$ cat src/rtl/dial_pkg.sv
// -----------------------------------------------------------------------------
// dial_pkg
// Shared definitions for the letter-dial positioner:
//   state_t     - controller states
//   COIL_TABLE  - 8-entry half-step coil pattern table, indexed by phase
//   seg_steps() - full/half step count for one dial segment
// -----------------------------------------------------------------------------
`timescale 1ns/1ps
package dial_pkg;

  typedef enum logic [2:0] {
    IDLE,
    PLAN,
    SEG,
    STEP,
    DONE
  } state_t;

  // Index 0 is the least significant nibble. Even phases energise one coil,
  // odd phases energise two neighbouring coils (half-step positions).
  localparam logic [7:0][3:0] COIL_TABLE = {
    4'b1001, 4'b1000, 4'b1100, 4'b0100,
    4'b0110, 4'b0010, 4'b0011, 4'b0001
  };

  // Steps needed to cross segment s. Every extra_every-th segment carries one
  // extra full step so a revolution comes out at the motor's native count.
  function automatic int unsigned seg_steps(input int unsigned s,
                                            input logic        half,
                                            input int unsigned base,
                                            input int unsigned extra_every);
    int unsigned n;
    n = base;
    if ((s % extra_every) == (extra_every - 1)) begin
      n = n + 1;
    end
    if (half) begin
      n = n << 1;
    end
    return n;
  endfunction

endpackage

$ cat src/rtl/coil_phase_gen.sv
// -----------------------------------------------------------------------------
// coil_phase_gen
// Holds the stepper coil phase and drives the registered coil pattern.
// The phase survives between moves; only the coil output is de-energised.
// Ports:
//   drv_clk, reset  - clock, synchronous active-high reset
//   step_i          - advance the phase by one step this cycle
//   dir_i           - 1 = forward (phase increases)
//   half_i          - 1 = half-step (+-1), 0 = full-step (+-2)
//   align_i         - snap phase to the even (single-coil) position below it
//   deenergise_i    - force the coil output to 0000
//   motor_drv_o     - registered coil pattern
// -----------------------------------------------------------------------------
`timescale 1ns/1ps
module coil_phase_gen
  import dial_pkg::*;
(
  input  logic       drv_clk,
  input  logic       reset,
  input  logic       step_i,
  input  logic       dir_i,
  input  logic       half_i,
  input  logic       align_i,
  input  logic       deenergise_i,
  output logic [3:0] motor_drv_o
);

  logic [2:0] phase_q, phase_d;
  logic [3:0] drv_q, drv_d;
  logic [2:0] step_amt;

  always_comb begin
    phase_d  = phase_q;
    drv_d    = drv_q;
    step_amt = half_i ? 3'd1 : 3'd2;
    if (align_i) begin
      // Full-step moves must run on even phases; no coil output for this.
      phase_d = phase_q & 3'b110;
    end else if (step_i) begin
      phase_d = dir_i ? (phase_q + step_amt) : (phase_q - step_amt);
      drv_d   = COIL_TABLE[phase_d];
    end
    if (deenergise_i) begin
      drv_d = 4'b0000;
    end
  end

  always_ff @(posedge drv_clk) begin
    if (reset) begin
      phase_q <= 3'd0;
      drv_q   <= 4'b0000;
    end else begin
      phase_q <= phase_d;
      drv_q   <= drv_d;
    end
  end

  assign motor_drv_o = drv_q;

endmodule

$ cat src/rtl/dial_positioner.sv
// -----------------------------------------------------------------------------
// dial_positioner
// Moves the letter dial to a requested position by the shorter direction,
// one dial segment at a time, driving a 4-coil stepper in full- or half-step.
// Ports:
//   drv_clk, reset  - clock, synchronous active-high reset
//   req             - move request, taken only while ready=1
//   target_pos      - destination position (captured with req)
//   half_mode       - half-step drive for this move (captured with req)
//   stop            - graceful abort: finish the current segment, then end
//   ready           - idle and able to accept req
//   done            - one-cycle pulse when a move ends
//   motor_drv       - coil pattern
//   cur_pos         - absolute dial position, updated per completed segment
//   dir             - 1 = forward, valid while busy
//   stopped         - set with done when the move ended before the target
// -----------------------------------------------------------------------------
`timescale 1ns/1ps
module dial_positioner
  import dial_pkg::*;
#(
  parameter int NPOS        = 32,
  parameter int POS_W       = 5,
  parameter int BASE_STEPS  = 6,
  parameter int EXTRA_EVERY = 4,
  parameter int STEP_CYC    = 1,
  parameter int CNT_W       = 8
) (
  input  logic             drv_clk,
  input  logic             reset,
  input  logic             req,
  input  logic [POS_W-1:0] target_pos,
  input  logic             half_mode,
  input  logic             stop,
  output logic             ready,
  output logic             done,
  output logic [3:0]       motor_drv,
  output logic [POS_W-1:0] cur_pos,
  output logic             dir,
  output logic             stopped
);

  state_t state_q, state_d;

  logic [POS_W-1:0] target_q, target_d;
  logic [POS_W-1:0] cur_pos_q, cur_pos_d;
  logic [POS_W-1:0] rem_q, rem_d;
  logic             half_q, half_d;
  logic             dir_q, dir_d;
  logic             stop_seen_q, stop_seen_d;
  logic [CNT_W-1:0] seg_cnt_q, seg_cnt_d;
  logic [CNT_W-1:0] cyc_q, cyc_d;
  logic             ready_q, ready_d;
  logic             done_q, done_d;
  logic             stopped_q, stopped_d;

  logic             step_fire;
  logic             align;
  logic             deenergise;

  logic [POS_W:0]   dist_fwd;
  logic [POS_W:0]   dist_bwd;
  logic [POS_W-1:0] seg_idx;
  logic [POS_W-1:0] pos_inc;
  logic [POS_W-1:0] pos_dec;

  // Forward distance (target - cur) mod NPOS; one extra bit keeps the
  // wrap-around addition exact for any even NPOS.
  always_comb begin
    if (target_q >= cur_pos_q) begin
      dist_fwd = {1'b0, target_q} - {1'b0, cur_pos_q};
    end else begin
      dist_fwd = {1'b0, target_q} + (POS_W+1)'(NPOS) - {1'b0, cur_pos_q};
    end
    dist_bwd = (POS_W+1)'(NPOS) - dist_fwd;
  end

  assign pos_inc = (cur_pos_q == POS_W'(NPOS - 1)) ? '0 : cur_pos_q + 1'b1;
  assign pos_dec = (cur_pos_q == '0) ? POS_W'(NPOS - 1) : cur_pos_q - 1'b1;

  // Segment crossed next: the one ahead when forward, behind when backward.
  assign seg_idx = dir_q ? cur_pos_q : pos_dec;

  always_comb begin
    state_d     = state_q;
    target_d    = target_q;
    cur_pos_d   = cur_pos_q;
    rem_d       = rem_q;
    half_d      = half_q;
    dir_d       = dir_q;
    stop_seen_d = stop_seen_q;
    seg_cnt_d   = seg_cnt_q;
    cyc_d       = cyc_q;
    ready_d     = ready_q;
    done_d      = 1'b0;
    stopped_d   = stopped_q;
    step_fire   = 1'b0;
    align       = 1'b0;
    deenergise  = 1'b0;

    if (state_q == PLAN || state_q == SEG || state_q == STEP) begin
      stop_seen_d = stop_seen_q | stop;
    end

    unique case (state_q)
      IDLE: begin
        if (ready_q && req) begin
          target_d    = target_pos;
          half_d      = half_mode;
          ready_d     = 1'b0;
          stop_seen_d = 1'b0;
          stopped_d   = 1'b0;
          align       = ~half_mode;
          state_d     = PLAN;
        end else begin
          // ready rises one cycle after returning to IDLE
          ready_d = 1'b1;
        end
      end

      PLAN: begin
        if (dist_fwd <= (POS_W+1)'(NPOS / 2)) begin
          dir_d = 1'b1;
          rem_d = dist_fwd[POS_W-1:0];
        end else begin
          dir_d = 1'b0;
          rem_d = dist_bwd[POS_W-1:0];
        end
        state_d = (dist_fwd == '0) ? DONE : SEG;
      end

      SEG: begin
        seg_cnt_d = CNT_W'(seg_steps(32'(seg_idx), half_q,
                                     BASE_STEPS, EXTRA_EVERY));
        cyc_d     = '0;
        state_d   = STEP;
      end

      STEP: begin
        if (cyc_q == CNT_W'(STEP_CYC - 1)) begin
          cyc_d     = '0;
          step_fire = 1'b1;
          seg_cnt_d = seg_cnt_q - 1'b1;
          if (seg_cnt_q == CNT_W'(1)) begin
            cur_pos_d = dir_q ? pos_inc : pos_dec;
            rem_d     = rem_q - 1'b1;
            if (rem_q == POS_W'(1) || stop_seen_q || stop) begin
              state_d = DONE;
            end else begin
              state_d = SEG;
            end
          end
        end else begin
          cyc_d = cyc_q + 1'b1;
        end
      end

      DONE: begin
        done_d     = 1'b1;
        stopped_d  = (rem_q != '0);
        deenergise = 1'b1;
        state_d    = IDLE;
      end

      default: begin
        state_d = IDLE;
      end
    endcase
  end

  always_ff @(posedge drv_clk) begin
    if (reset) begin
      state_q     <= IDLE;
      target_q    <= '0;
      cur_pos_q   <= '0;
      rem_q       <= '0;
      half_q      <= 1'b0;
      dir_q       <= 1'b1;
      stop_seen_q <= 1'b0;
      seg_cnt_q   <= '0;
      cyc_q       <= '0;
      ready_q     <= 1'b1;
      done_q      <= 1'b0;
      stopped_q   <= 1'b0;
    end else begin
      state_q     <= state_d;
      target_q    <= target_d;
      cur_pos_q   <= cur_pos_d;
      rem_q       <= rem_d;
      half_q      <= half_d;
      dir_q       <= dir_d;
      stop_seen_q <= stop_seen_d;
      seg_cnt_q   <= seg_cnt_d;
      cyc_q       <= cyc_d;
      ready_q     <= ready_d;
      done_q      <= done_d;
      stopped_q   <= stopped_d;
    end
  end

  coil_phase_gen u_coil (
    .drv_clk      (drv_clk),
    .reset        (reset),
    .step_i       (step_fire),
    .dir_i        (dir_q),
    .half_i       (half_q),
    .align_i      (align),
    .deenergise_i (deenergise),
    .motor_drv_o  (motor_drv)
  );

  assign ready   = ready_q;
  assign done    = done_q;
  assign cur_pos = cur_pos_q;
  assign dir     = dir_q;
  assign stopped = stopped_q;

endmodule

$ cat config.mk
export PLATFORM = sky130hd
export DESIGN_NAME = dial_positioner
export DESIGN_NICKNAME = d
export VERILOG_FILES = /design/src/rtl/dial_pkg.sv /design/src/rtl/coil_phase_gen.sv /design/src/rtl/dial_positioner.sv
export SDC_FILE = /design/constraint.sdc
export NUM_CORES = 1
export LEC_CHECK = 0
export ABC_AREA = 1
export ABC_CLOCK_PERIOD_IN_PS = 2800
export CORE_MARGIN = 2
export CORE_UTILIZATION = 44
export DETAILED_ROUTE_END_ITERATION = 7
export PLACE_DENSITY = 0.63
export SYNTH_ARGS = -nofsm -noshare
export SYNTH_HDL_FRONTEND = slang
export SYNTH_SLANG_ARGS = --single-unit
$ cat constraint.sdc
create_clock -name drv_clk -period 2.8 [get_ports drv_clk]
set_clock_uncertainty 0.1 [all_clocks]
set_input_delay 0.56 -clock drv_clk [delete_from_list [all_inputs] [get_ports drv_clk]]
set_output_delay 0.56 -clock drv_clk [all_outputs]
set_load 0.01 [all_outputs]
==> results.md <==
- Final worst setup slack: 435 ps
- Crit Path Class: flip-flop to flip-flop
- Num rows: 29
- Most common cell in the netlist: nand2_1
- Longest Clk Path Bufs: 2
- Avg Inst Size Synth: 7.17 sq um
- Post-CTS Setup Bufs: 0
- Clock slew at reported path FFs: 90 ps
- Ys async rst share: 0
- CTS tree: yes
- Vias in the first global route: 2458
- Crit path cell chain: ha_1, inv_1, fa_1, inv_1, ha_1, inv_1, nor2_1, nand2_1, nand2_1, nand2_1, nand2_1, nand2_1, nand2_1, a21oi_1
- Worst Hold Launch: u_coil.motor_drv_o[0]
- Die X: 84.6 um
- Die Ht: 84.6 um
- GP Congestion: 0.889
- Placeable Area: 6310 sq um
- CP startpoint kind: flip-flop
- Total Power: 3.16 mW
- Share of cells above drive strength 1: 0.110
- Sequential share of the synthesized area: 0.329
- I/O pins: 23
- Synth warn: 0
- Max Transition Viols Final: 0
- Register area: 941 sq um
- Design area: 3270 sq um
- Max Freq: 0.423 GHz
- Min Tclk post-route: 2360 ps
- RR Startpoint: cur_pos[0]
- CP top delay family: adder cells
- Req. time, crit path: 2940 ps
- Worst setup EP type: flip-flop
- GRT overflow: 0
- Crit-path most repeated cell: nand2_1
- Crit path buffers/inverters: 3
- Leak Pwr: 1.42 nW
- Layout net count: 454
- Power per cell area: 966 nW/um^2
- Yosys top cell by area: dfxtp_1
- Placed Instances: 495
- Setup TNS: 0 ps
- Antenna violation net count after detailed routing: 0
- Crit path max fanout: 7
- Setup crit start: cur_pos[0]
- Worst Path Arrival: 2500 ps
- Post-detailed-route via-to-cell ratio: 5.11
- Mapped cell area: 2860 sq um
- DP HPWL: 4.70 mm
- Post-synth top area share: 0.329
- Number of remaining DRC errors: 0
- Critical path's largest stage delay: 470 ps
- Total GRT Usage: 0.192
- Final period util: 0.845
- Largest net degree at the start of global routing: 17
- Root buf cell: clkbuf_8
- Yosys cell types: 43
- Rel. slew slack: 0.666
- Syn nets: 428
- Fin cells: 503
- Top_reg_cell synth: dfxtp_1
- First-iteration detailed-routing DRC count: 163
- Filler Cell Count: 653
- Antenna violations before repair: 0
- Starting Density: 0.453
- CTS Hold Bufs: 0
- Post-synth top cells: nand2_1, dfxtp_1, inv_1, nor2_1, a21oi_1
- Final Hold Viols: 0
- Worst hold path class: flip-flop to flip-flop
- Yosys reg bits: 47
- Number of synthesized flops with an enable pin: 0
- RSZ-0062 raised after global routing: no
- Clock Sinks: 47
- Die Footprint: 7160 sq um
- Num CTS Buffers: 5
- Final WL: 6.30 mm
- Antenna Cells: 0
- Peak VDD IR: 0.409 mV
- Pre-Repair DR Iteration Count: 4
- Status: finished, final reports clean
- Footprint of the multi-input gates: 1650 sq um
- Post-CTS Resized: 0
- DP Worst Slack: 502 ps
- Largest cells by area after synthesis: dfxtp_1, nand2_1, ha_1, a21oi_1, inv_1
- CTS H-Tree Depth: 2
- First-pass GRT wire length: 11.3 mm
- DR vias: 2568
- DR WL/cell: 12.5 um
- Crit-path slowest cell: dfxtp_1
- Worst Tran Pin Value: 500 ps
- Area growth, synth to finish: 14.5%
- Worst-skew pair later-pin latency: 300 ps
- Endpoints failing setup: 0
- Area post-placement: 3170 sq um
- Syn Inst Count: 399
- Number of port buffers: 22
- Max_cap viols: 0
[flip-flops by register name (all words and copies together), names as in the netlist]
signal / flops
cyc_q: 8
seg_cnt_q: 8
cur_pos: 5
rem_q: 5
target_q: 5
u_coil.motor_drv_o: 4
state_q: 3
u_coil.phase_q: 3
dir: 1
done: 1
half_q: 1
ready: 1
stop_seen_q: 1
stopped: 1
[final cells by class]
type / count / area share
multi-input cells: 284 / 0.505
flip-flops and latches: 47 / 0.287
inverters: 63 / 0.0749
repair buffers: 24 / 0.0718
clock buffers: 7 / 0.0294
well taps: 77 / 0.0294
clock inverters: 1 / 0.00229
[cell families (layout without fill, tap and decap cells)]
group                    Yosys count  after routing  synth area share
adder cells (fa/ha/maj)           19             19            0.0884
XOR/XNOR                          10             10            0.0306
buffers and inverters             68             95            0.0928
AO/OA/AOI/OAI                     89             89             0.172
AND/OR/NAND/NOR                  166            166             0.287
flip-flops                        47             47             0.329
[tightest hold or removal path: cells and delay by family, from the launching register on]
family | cells | cell delay [ps]
AOI/OAI and AO/OA | 1 | 50
DFF | 1 | 320
and+or+nand+nor | 1 | 60
[worst paths after layout]
check	endpoint	slack, ps	cells after the start
min reg2reg	u_coil.motor_drv_o[0]	370	2
max	rem_q[3]	440	14
max reg2reg	rem_q[3]	440	14
min	u_coil.motor_drv_o[0]	370	2
[power breakdown]
group | switching (mW) | leakage, nW | internal (mW)
logic | 1.08 | 0.984 | 0.627
clock network | 0.240 | 0.0505 | 0.225
registers | 0.153 | 0.383 | 0.832
total | 1.48 | 1.42 | 1.68
[through the flow]
step                hold slack, ps   util
detailed placement             359  0.502
finish                         370  0.519
CTS                            372  0.519
global route                   400  0.519
global placement               353  0.502
floorplan                      333      -
[routing by layer]
layer / global-route usage / vias to the layer above / part of all wire
met5: 0 / - / 0
met4: 0.0433 / 0 / 0.0092
met3: 0.0364 / 6 / 0.034
met2: 0.318 / 38 / 0.45
met1: 0.259 / 1160 / 0.51
li1: - / 1364 / -
[cell usage in the layout (no fill, tap or decap), types with 3 or more instances in the layout]
cell             count
nand3b_1             3
inv_1               47
nor2_4               3
o21ai_1             11
o21ai_0             21
nor2_2               5
a31oi_1              3
nor3_1               9
a21oi_1             38
inv_2               10
o22ai_1              3
nor2_1              46
dfxtp_1             47
clkdlybuf4s50_1     22
clkbuf_8             7
inv_4                3
xnor2_1              5
ha_1                17
xor2_1               5
a21oi_2              3
a211oi_1             3
nand3_1             27
nand2_1             59
No activity file was read; power rests on OpenSTA's default activity.
